$ cat config.mk
export PLATFORM = sky130hd
export DESIGN_NAME = rhythm_judge_engine
export DESIGN_NICKNAME = d
export VERILOG_FILES = /design/src/rtl/rhythm_pkg.sv /design/src/rtl/rhythm_lane_queue.sv /design/src/rtl/rhythm_judge_engine.sv
export SDC_FILE = /design/constraint.sdc
export NUM_CORES = 1
export LEC_CHECK = 0
export BUFFER_PORTS_ARGS = -buffer_cell sky130_fd_sc_hd__buf_2
export CELL_PAD_IN_SITES_DETAIL_PLACEMENT = 1
export CELL_PAD_IN_SITES_GLOBAL_PLACEMENT = 1
export CORE_UTILIZATION = 50
export CTS_CLUSTER_SIZE = 12
export DETAILED_ROUTE_END_ITERATION = 10
export MAX_ROUTING_LAYER = met4
export PLACE_DENSITY_LB_ADDON = 0.12
export SLEW_MARGIN = 20
export SYNTH_ARGS = -nofsm -noshare
export SYNTH_HDL_FRONTEND = slang
export SYNTH_HIERARCHICAL = 1
export SYNTH_SLANG_ARGS = --single-unit
$ cat constraint.sdc
create_clock -name clock -period 6.2 [get_ports clock]
set_input_delay 1.24 -clock clock [delete_from_list [all_inputs] [get_ports clock]]
set_output_delay 1.24 -clock clock [all_outputs]
set_load 0.02 [all_outputs]
$ cat src/rtl/rhythm_pkg.sv
// Shared types and constants for the multi-lane rhythm judge.
//   judge_t      : judgement code carried on judge_result
//   BONUS_THRESH : combo level at which a hit earns one extra point
//                  (used only when COMBO_BONUS_EN is defined)
package rhythm_pkg;

  typedef enum logic [1:0] {
    J_NONE    = 2'd0,
    J_PERFECT = 2'd1,
    J_GOOD    = 2'd2,
    J_MISS    = 2'd3
  } judge_t;

  localparam int BONUS_THRESH = 10;

endpackage

$ cat src/rtl/rhythm_lane_queue.sv
// Per-lane pending-note FIFO holding note timestamps.
//   clock, reset : system clock, synchronous active-high reset
//   push, din    : enqueue din (ignored when full)
//   pop          : drop the head entry (ignored when empty)
//   head         : oldest timestamp, meaningful only while !empty
//   empty, full  : occupancy flags
// DEPTH must be a power of two, at least 2.
module rhythm_lane_queue #(
  parameter int TS_W  = 10,
  parameter int DEPTH = 4
) (
  input  logic            clock,
  input  logic            reset,
  input  logic            push,
  input  logic            pop,
  input  logic [TS_W-1:0] din,
  output logic [TS_W-1:0] head,
  output logic            empty,
  output logic            full
);

  localparam int AW = $clog2(DEPTH);

  logic [TS_W-1:0] mem [DEPTH];
  // One extra pointer bit separates full from empty when the indices match.
  logic [AW:0]     wr_ptr, rd_ptr;

  assign empty = (wr_ptr == rd_ptr);
  assign full  = (wr_ptr[AW] != rd_ptr[AW]) && (wr_ptr[AW-1:0] == rd_ptr[AW-1:0]);
  assign head  = mem[rd_ptr[AW-1:0]];

  always_ff @(posedge clock) begin
    if (push && !full) mem[wr_ptr[AW-1:0]] <= din;
  end

  always_ff @(posedge clock) begin
    if (reset) begin
      wr_ptr <= '0;
      rd_ptr <= '0;
    end else begin
      if (push && !full) wr_ptr <= wr_ptr + 1'b1;
      if (pop && !empty) rd_ptr <= rd_ptr + 1'b1;
    end
  end

endmodule

$ cat src/rtl/rhythm_judge_engine.sv
// N-lane rhythm-game judge: buffers timestamped notes per lane, grades key
// presses against game_time as PERFECT / GOOD / MISS, and keeps a saturating
// score, current combo and max combo.
//   clock, reset      : system clock, synchronous active-high reset
//   game_time         : running game timer (monotonic between resets)
//   note_valid/ready  : note handshake; note_lane/note_time carry the note
//   key_in            : raw key levels, 1 = pressed
//   judge_valid       : one-cycle pulse per judgement, with judge_lane/result
//   score, combo, max_combo : running totals, updated with judge_valid
// Optional feature macro: COMBO_BONUS_EN -- hits made with a pre-increment
// combo >= BONUS_THRESH earn one extra point.
module rhythm_judge_engine
  import rhythm_pkg::*;
#(
  parameter int N_LANES     = 4,
  parameter int TS_W        = 10,
  parameter int DEPTH       = 4,
  parameter int PERFECT_WIN = 2,
  parameter int GOOD_WIN    = 6,
  parameter int PERFECT_PTS = 3,
  parameter int GOOD_PTS    = 1,
  parameter int SCORE_W     = 11,
  parameter int CMB_W       = 8,
  localparam int LW         = (N_LANES > 1) ? $clog2(N_LANES) : 1
) (
  input  logic               clock,
  input  logic               reset,
  input  logic [TS_W-1:0]    game_time,
  input  logic               note_valid,
  output logic               note_ready,
  input  logic [LW-1:0]      note_lane,
  input  logic [TS_W-1:0]    note_time,
  input  logic [N_LANES-1:0] key_in,
  output logic               judge_valid,
  output logic [LW-1:0]      judge_lane,
  output logic [1:0]         judge_result,
  output logic [SCORE_W-1:0] score,
  output logic [CMB_W-1:0]   combo,
  output logic [CMB_W-1:0]   max_combo
);

  localparam logic        [TS_W:0] PERFECT_MAG = (TS_W+1)'(PERFECT_WIN);
  localparam logic        [TS_W:0] GOOD_MAG    = (TS_W+1)'(GOOD_WIN);
  localparam logic signed [TS_W:0] GOOD_DIFF   = (TS_W+1)'(GOOD_WIN);

  // Raw keys are registered once before edge detection, so a press sampled
  // at edge t is judged into the pending flag at t+1 and reported at t+2.
  logic [N_LANES-1:0] key_s, key_q, press;
  assign press = key_s & ~key_q;

  logic [N_LANES-1:0]            q_push, q_pop, q_empty, q_full;
  logic [N_LANES-1:0][TS_W-1:0]  q_head;
  logic [N_LANES-1:0][1:0]       lane_res;
  logic [N_LANES-1:0]            pending;
  logic [N_LANES-1:0][1:0]       pend_res;

  // ---------------------------------------------------------------- notes
  // Out-of-range lanes are accepted and dropped so they cannot wedge the bus.
  logic lane_ok;
  assign lane_ok    = (int'(note_lane) < N_LANES);
  assign note_ready = !reset && (!lane_ok || !q_full[note_lane]);

  // ---------------------------------------------------------------- lanes
  for (genvar g = 0; g < N_LANES; g++) begin : g_lane
    logic signed [TS_W:0] diff;
    logic        [TS_W:0] mag;
    logic                 armed, hit_p, hit_g, late;

    assign q_push[g] = note_valid && note_ready && lane_ok && (note_lane == LW'(g));

    rhythm_lane_queue #(.TS_W(TS_W), .DEPTH(DEPTH)) u_queue (
      .clock (clock),
      .reset (reset),
      .push  (q_push[g]),
      .pop   (q_pop[g]),
      .din   (note_time),
      .head  (q_head[g]),
      .empty (q_empty[g]),
      .full  (q_full[g])
    );

    // Positive diff means the press (or the clock) is late relative to the note.
    assign diff  = $signed({1'b0, game_time}) - $signed({1'b0, q_head[g]});
    assign mag   = diff[TS_W] ? $unsigned(-diff) : $unsigned(diff);
    assign armed = !q_empty[g] && !pending[g];
    assign hit_p = press[g] && (mag <= PERFECT_MAG);
    assign hit_g = press[g] && (mag <= GOOD_MAG);
    assign late  = (diff > GOOD_DIFF);

    // A press outside the window consumes nothing; a stale note still misses.
    assign lane_res[g] = !armed ? J_NONE    :
                         hit_p  ? J_PERFECT :
                         hit_g  ? J_GOOD    :
                         late   ? J_MISS    : J_NONE;
    assign q_pop[g]    = (lane_res[g] != J_NONE);
  end

  // -------------------------------------------------------------- arbiter
  logic          grant_any;
  logic [LW-1:0] grant_idx;
  logic [1:0]    grant_res;

  always_comb begin
    grant_any = 1'b0;
    grant_idx = '0;
    for (int i = N_LANES - 1; i >= 0; i--) begin
      if (pending[i]) begin
        grant_any = 1'b1;
        grant_idx = LW'(i);
      end
    end
  end

  assign grant_res = pend_res[grant_idx];

  // ---------------------------------------------------------------- score
  logic               hit_out, miss_out;
  logic [SCORE_W:0]   add_pts, sum;
  logic [SCORE_W-1:0] score_nxt;
  logic [CMB_W-1:0]   combo_nxt, max_nxt;

  assign hit_out  = grant_any && ((grant_res == J_PERFECT) || (grant_res == J_GOOD));
  assign miss_out = grant_any && (grant_res == J_MISS);

  always_comb begin
    add_pts = '0;
    if (hit_out) begin
      add_pts = (grant_res == J_PERFECT) ? (SCORE_W+1)'(PERFECT_PTS) : (SCORE_W+1)'(GOOD_PTS);
`ifdef COMBO_BONUS_EN
      if (combo >= CMB_W'(BONUS_THRESH)) add_pts = add_pts + 1'b1;
`endif
    end
  end

  assign sum       = {1'b0, score} + add_pts;
  assign score_nxt = sum[SCORE_W] ? '1 : sum[SCORE_W-1:0];

  always_comb begin
    combo_nxt = combo;
    if (hit_out && (combo != '1)) combo_nxt = combo + 1'b1;
    else if (miss_out)            combo_nxt = '0;
  end

  assign max_nxt = (combo_nxt > max_combo) ? combo_nxt : max_combo;

  // ------------------------------------------------------------ registers
  always_ff @(posedge clock) begin
    if (reset) begin
      key_s        <= '0;
      key_q        <= '0;
      pending      <= '0;
      pend_res     <= '0;
      judge_valid  <= 1'b0;
      judge_lane   <= '0;
      judge_result <= J_NONE;
      score        <= '0;
      combo        <= '0;
      max_combo    <= '0;
    end else begin
      key_s        <= key_in;
      key_q        <= key_s;
      judge_valid  <= grant_any;
      judge_lane   <= grant_idx;
      judge_result <= grant_any ? grant_res : J_NONE;
      score        <= score_nxt;
      combo        <= combo_nxt;
      max_combo    <= max_nxt;
      // A lane only judges while its flag is clear, so set and clear never
      // collide on the same lane.
      for (int i = 0; i < N_LANES; i++) begin
        if (lane_res[i] != J_NONE) begin
          pending[i]  <= 1'b1;
          pend_res[i] <= lane_res[i];
        end else if (grant_any && (grant_idx == LW'(i))) begin
          pending[i]  <= 1'b0;
        end
      end
    end
  end

endmodule

==> run metrics <==
outcome completed; Max Fclk 187 MHz; Crit Path Max Fanout 10; WL/cell 21.9 um; Die Ht 168 um; cell family with most CP delay compound AO/OA/AOI/OAI gates; crit-path cells mux4_2 -> inv_1 -> ha_1 -> a21o_1 -> a31o_1 -> or3_1 -> a2111oi_0 -> o221ai_1 -> nor3b_1 -> o31ai_1 -> nor4_1 -> or2_1 -> nor3b_1 -> o21ai_0 -> o211ai_1; top post-synthesis cells by area edfxtp_1 (35%), dfxtp_1 (12%), ha_1 (7.4%), mux4_2 (6.7%), xnor2_1 (2.5%); hold_buf cts 0; clock sinks 244; post-cts resize count 0; final setup fails 0; vias in the first global route 10400; DRT Pass-1 Iters 5; Critical Path RT 6690 ps; CTS buffer count 28; Hold Slack 465 ps; first-pass GRT wire length 57.2 mm; dpl hpwl 25.8 mm; GRT Util Overall 26.8%; H-tree lvl count 1; CP Class flip-flop to flip-flop; Synth top area share 35.0%; CP Launch Type flip-flop; post-synth net total 1341; max incr delay on CP 790 ps; Leakage 5.65 nW; Core ar. 27000 um^2; Final Slew Violations 0; grt ovf 0; I/O Buffers 61; EDFF count, synth 160; register area share after synthesis 47.2%; number of synthesized register bits 244; TNS Setup 0 ps; ys flop type edfxtp_1; NumNets Final 1395; largest net degree at the start of global routing 61; routed wire length 36.1 mm; Via-to-Cell Ratio 6.17; GPL Wtd Cong 0.884; final worst path period share 86.1%; DRC viols 0; Synth cell types 79; maximum vdd drop 0.238 mV; hold wc startpoint key_s[3]; Post-synth top cells edfxtp_1 (160), inv_1 (90), dfxtp_1 (84); final hold viol count 0; Cells after DPL 1590; via count 10100; antenna violations before repair 0; RSZ-0062 raised after global routing no; Cells after Synth 1226; measured slew at the worst slew-check pin 769 ps; CTS Buffer Depth 3; worst min-delay path category flip-flop to flip-flop; Crit path arrival time 5830 ps; relative max-transition margin 48.7%; non-filler cells, final 1643; clk_skew 12.9 ps; layout cells sized above 1 13.1%; row count 60; io pins 62; most frequent CP cell nor3b_1; clk root buf clkbuf_16; Die X 168 um; number of DRC markers in iteration 0 596; max cap viols 0; Buf/Inv on CP 1; count leader, synth edfxtp_1; clk_lat worst skew 560 ps; Reg clk slew, reported paths 60 ps; mean post-synth cell area 11.2 um^2; post-CTS setup buffer count 0; Ys Warns 6; Pwr Density 313 nW/um^2; Period minus WS final 5340 ps; final antenna-violating net count 0; Starting Density 51.0%; post-synth top area cell edfxtp_1; netlist area before placement 13700 um^2; Die Area 28100 um^2; CTS tree done; FFs w/ async S/R, synth 0%; CP max-delay cell dfxtp_1; diode count 0; area grow syn2layout 10.7%; Critical Path Sink Type flip-flop
[flip-flops by register name (all words and copies together), names as in the netlist, named ones only]
signal / count
g_lane.u_queue/wr_ptr: 12
judge_result: 2
judge_lane: 2
judge_valid: 1
key_s: 4
g_lane.u_queue/mem: 160
combo: 8
g_lane.u_queue/rd_ptr: 12
max_combo: 8
score: 11
key_q: 4
pending: 4
pend_res: 8
[cell families (layout without fill, tap and decap cells)]
family / Yosys count / count (layout) / synth area share, %
multiplexers: 58 / 58 / 8.01
adder cells (fa/ha/maj): 86 / 86 / 8.11
XOR/XNOR: 71 / 71 / 4.58
AND/OR/NAND/NOR: 343 / 343 / 13.2
buffers and inverters: 133 / 209 / 4.34
flip-flops: 244 / 244 / 47.2
AO/OA/AOI/OAI: 291 / 291 / 14.5
[where the power goes]
part / switching (W) / leakage (nW) / internal [W]
Sequential: 0.0000750 / 2.12 / 0.00177
Combinational: 0.000743 / 3.07 / 0.000489
Clock: 0.000675 / 0.457 / 0.00101
Total: 0.00149 / 5.65 / 0.00327
[metal layers]
metal	GRT usage [%]	part of all wire, %	vias up
met5	-	0	-
met4	8.70	3.1	0
met3	3.12	4.3	72
met2	43.0	47	252
met1	35.6	45	5063
li1	-	-	4757
[area by class of cell]
class,instances,area (um^2)
Fill cell,2857,11700
Multi-Input combinational cell,849,6660
Sequential cell,244,6490
Clock buffer,45,833
Tap cell,341,427
Timing Repair Buffer,67,350
Inverter,90,338
Clock inverter,7,116
[worst paths after layout]
kind                            endpoint  slack, ps  cells after the start
max reg2reg  g_lane[2].u_queue/rd_ptr[0]        860                     15
min                             key_q[3]        470                      1
max          g_lane[2].u_queue/rd_ptr[0]        860                     15
min reg2reg                     key_q[3]        470                      1
[stage by stage]
step                total power, W  setup slack [ps]  util [%]  instance area, um^2
floorplan                  0.00278              1500         -                13700
global placement           0.00305               960      52.9                14200
detailed placement         0.00309               723      52.9                14200
CTS                        0.00478               865      56.4                15200
global route               0.00498               502      56.4                15200
finish                     0.00476               861      56.4                15200
[layout by cell type (no fill, tap or decap), types with 10 or more instances in the layout]
| cell type | synthesis | final |
|---|---|---|
| mux4_2 | 41 | 41 |
| nor3_1 | 16 | 16 |
| xor2_1 | 31 | 31 |
| o31ai_1 | 10 | 10 |
| nor2b_1 | 15 | 15 |
| or3_1 | 10 | 10 |
| clkbuf_16 | 0 | 29 |
| xnor2_1 | 39 | 39 |
| nor2_1 | 74 | 74 |
| buf_2 | 4 | 61 |
| o211ai_1 | 26 | 26 |
| edfxtp_1 | 160 | 160 |
| and3_1 | 20 | 20 |
| nand2_1 | 66 | 66 |
| a21o_1 | 20 | 20 |
| nor3b_1 | 21 | 21 |
| a211oi_1 | 11 | 11 |
| mux2i_1 | 12 | 12 |
| ha_1 | 81 | 81 |
| and2_1 | 27 | 27 |
| nand4_1 | 14 | 14 |
| o21ai_0 | 41 | 41 |
| clkbuf_1 | 21 | 10 |
| a31oi_1 | 23 | 23 |
| nand3_1 | 35 | 35 |
| dfxtp_1 | 84 | 84 |
| inv_1 | 90 | 90 |
| a21oi_1 | 66 | 66 |
Note: power is estimated with default switching activity, not from simulation.
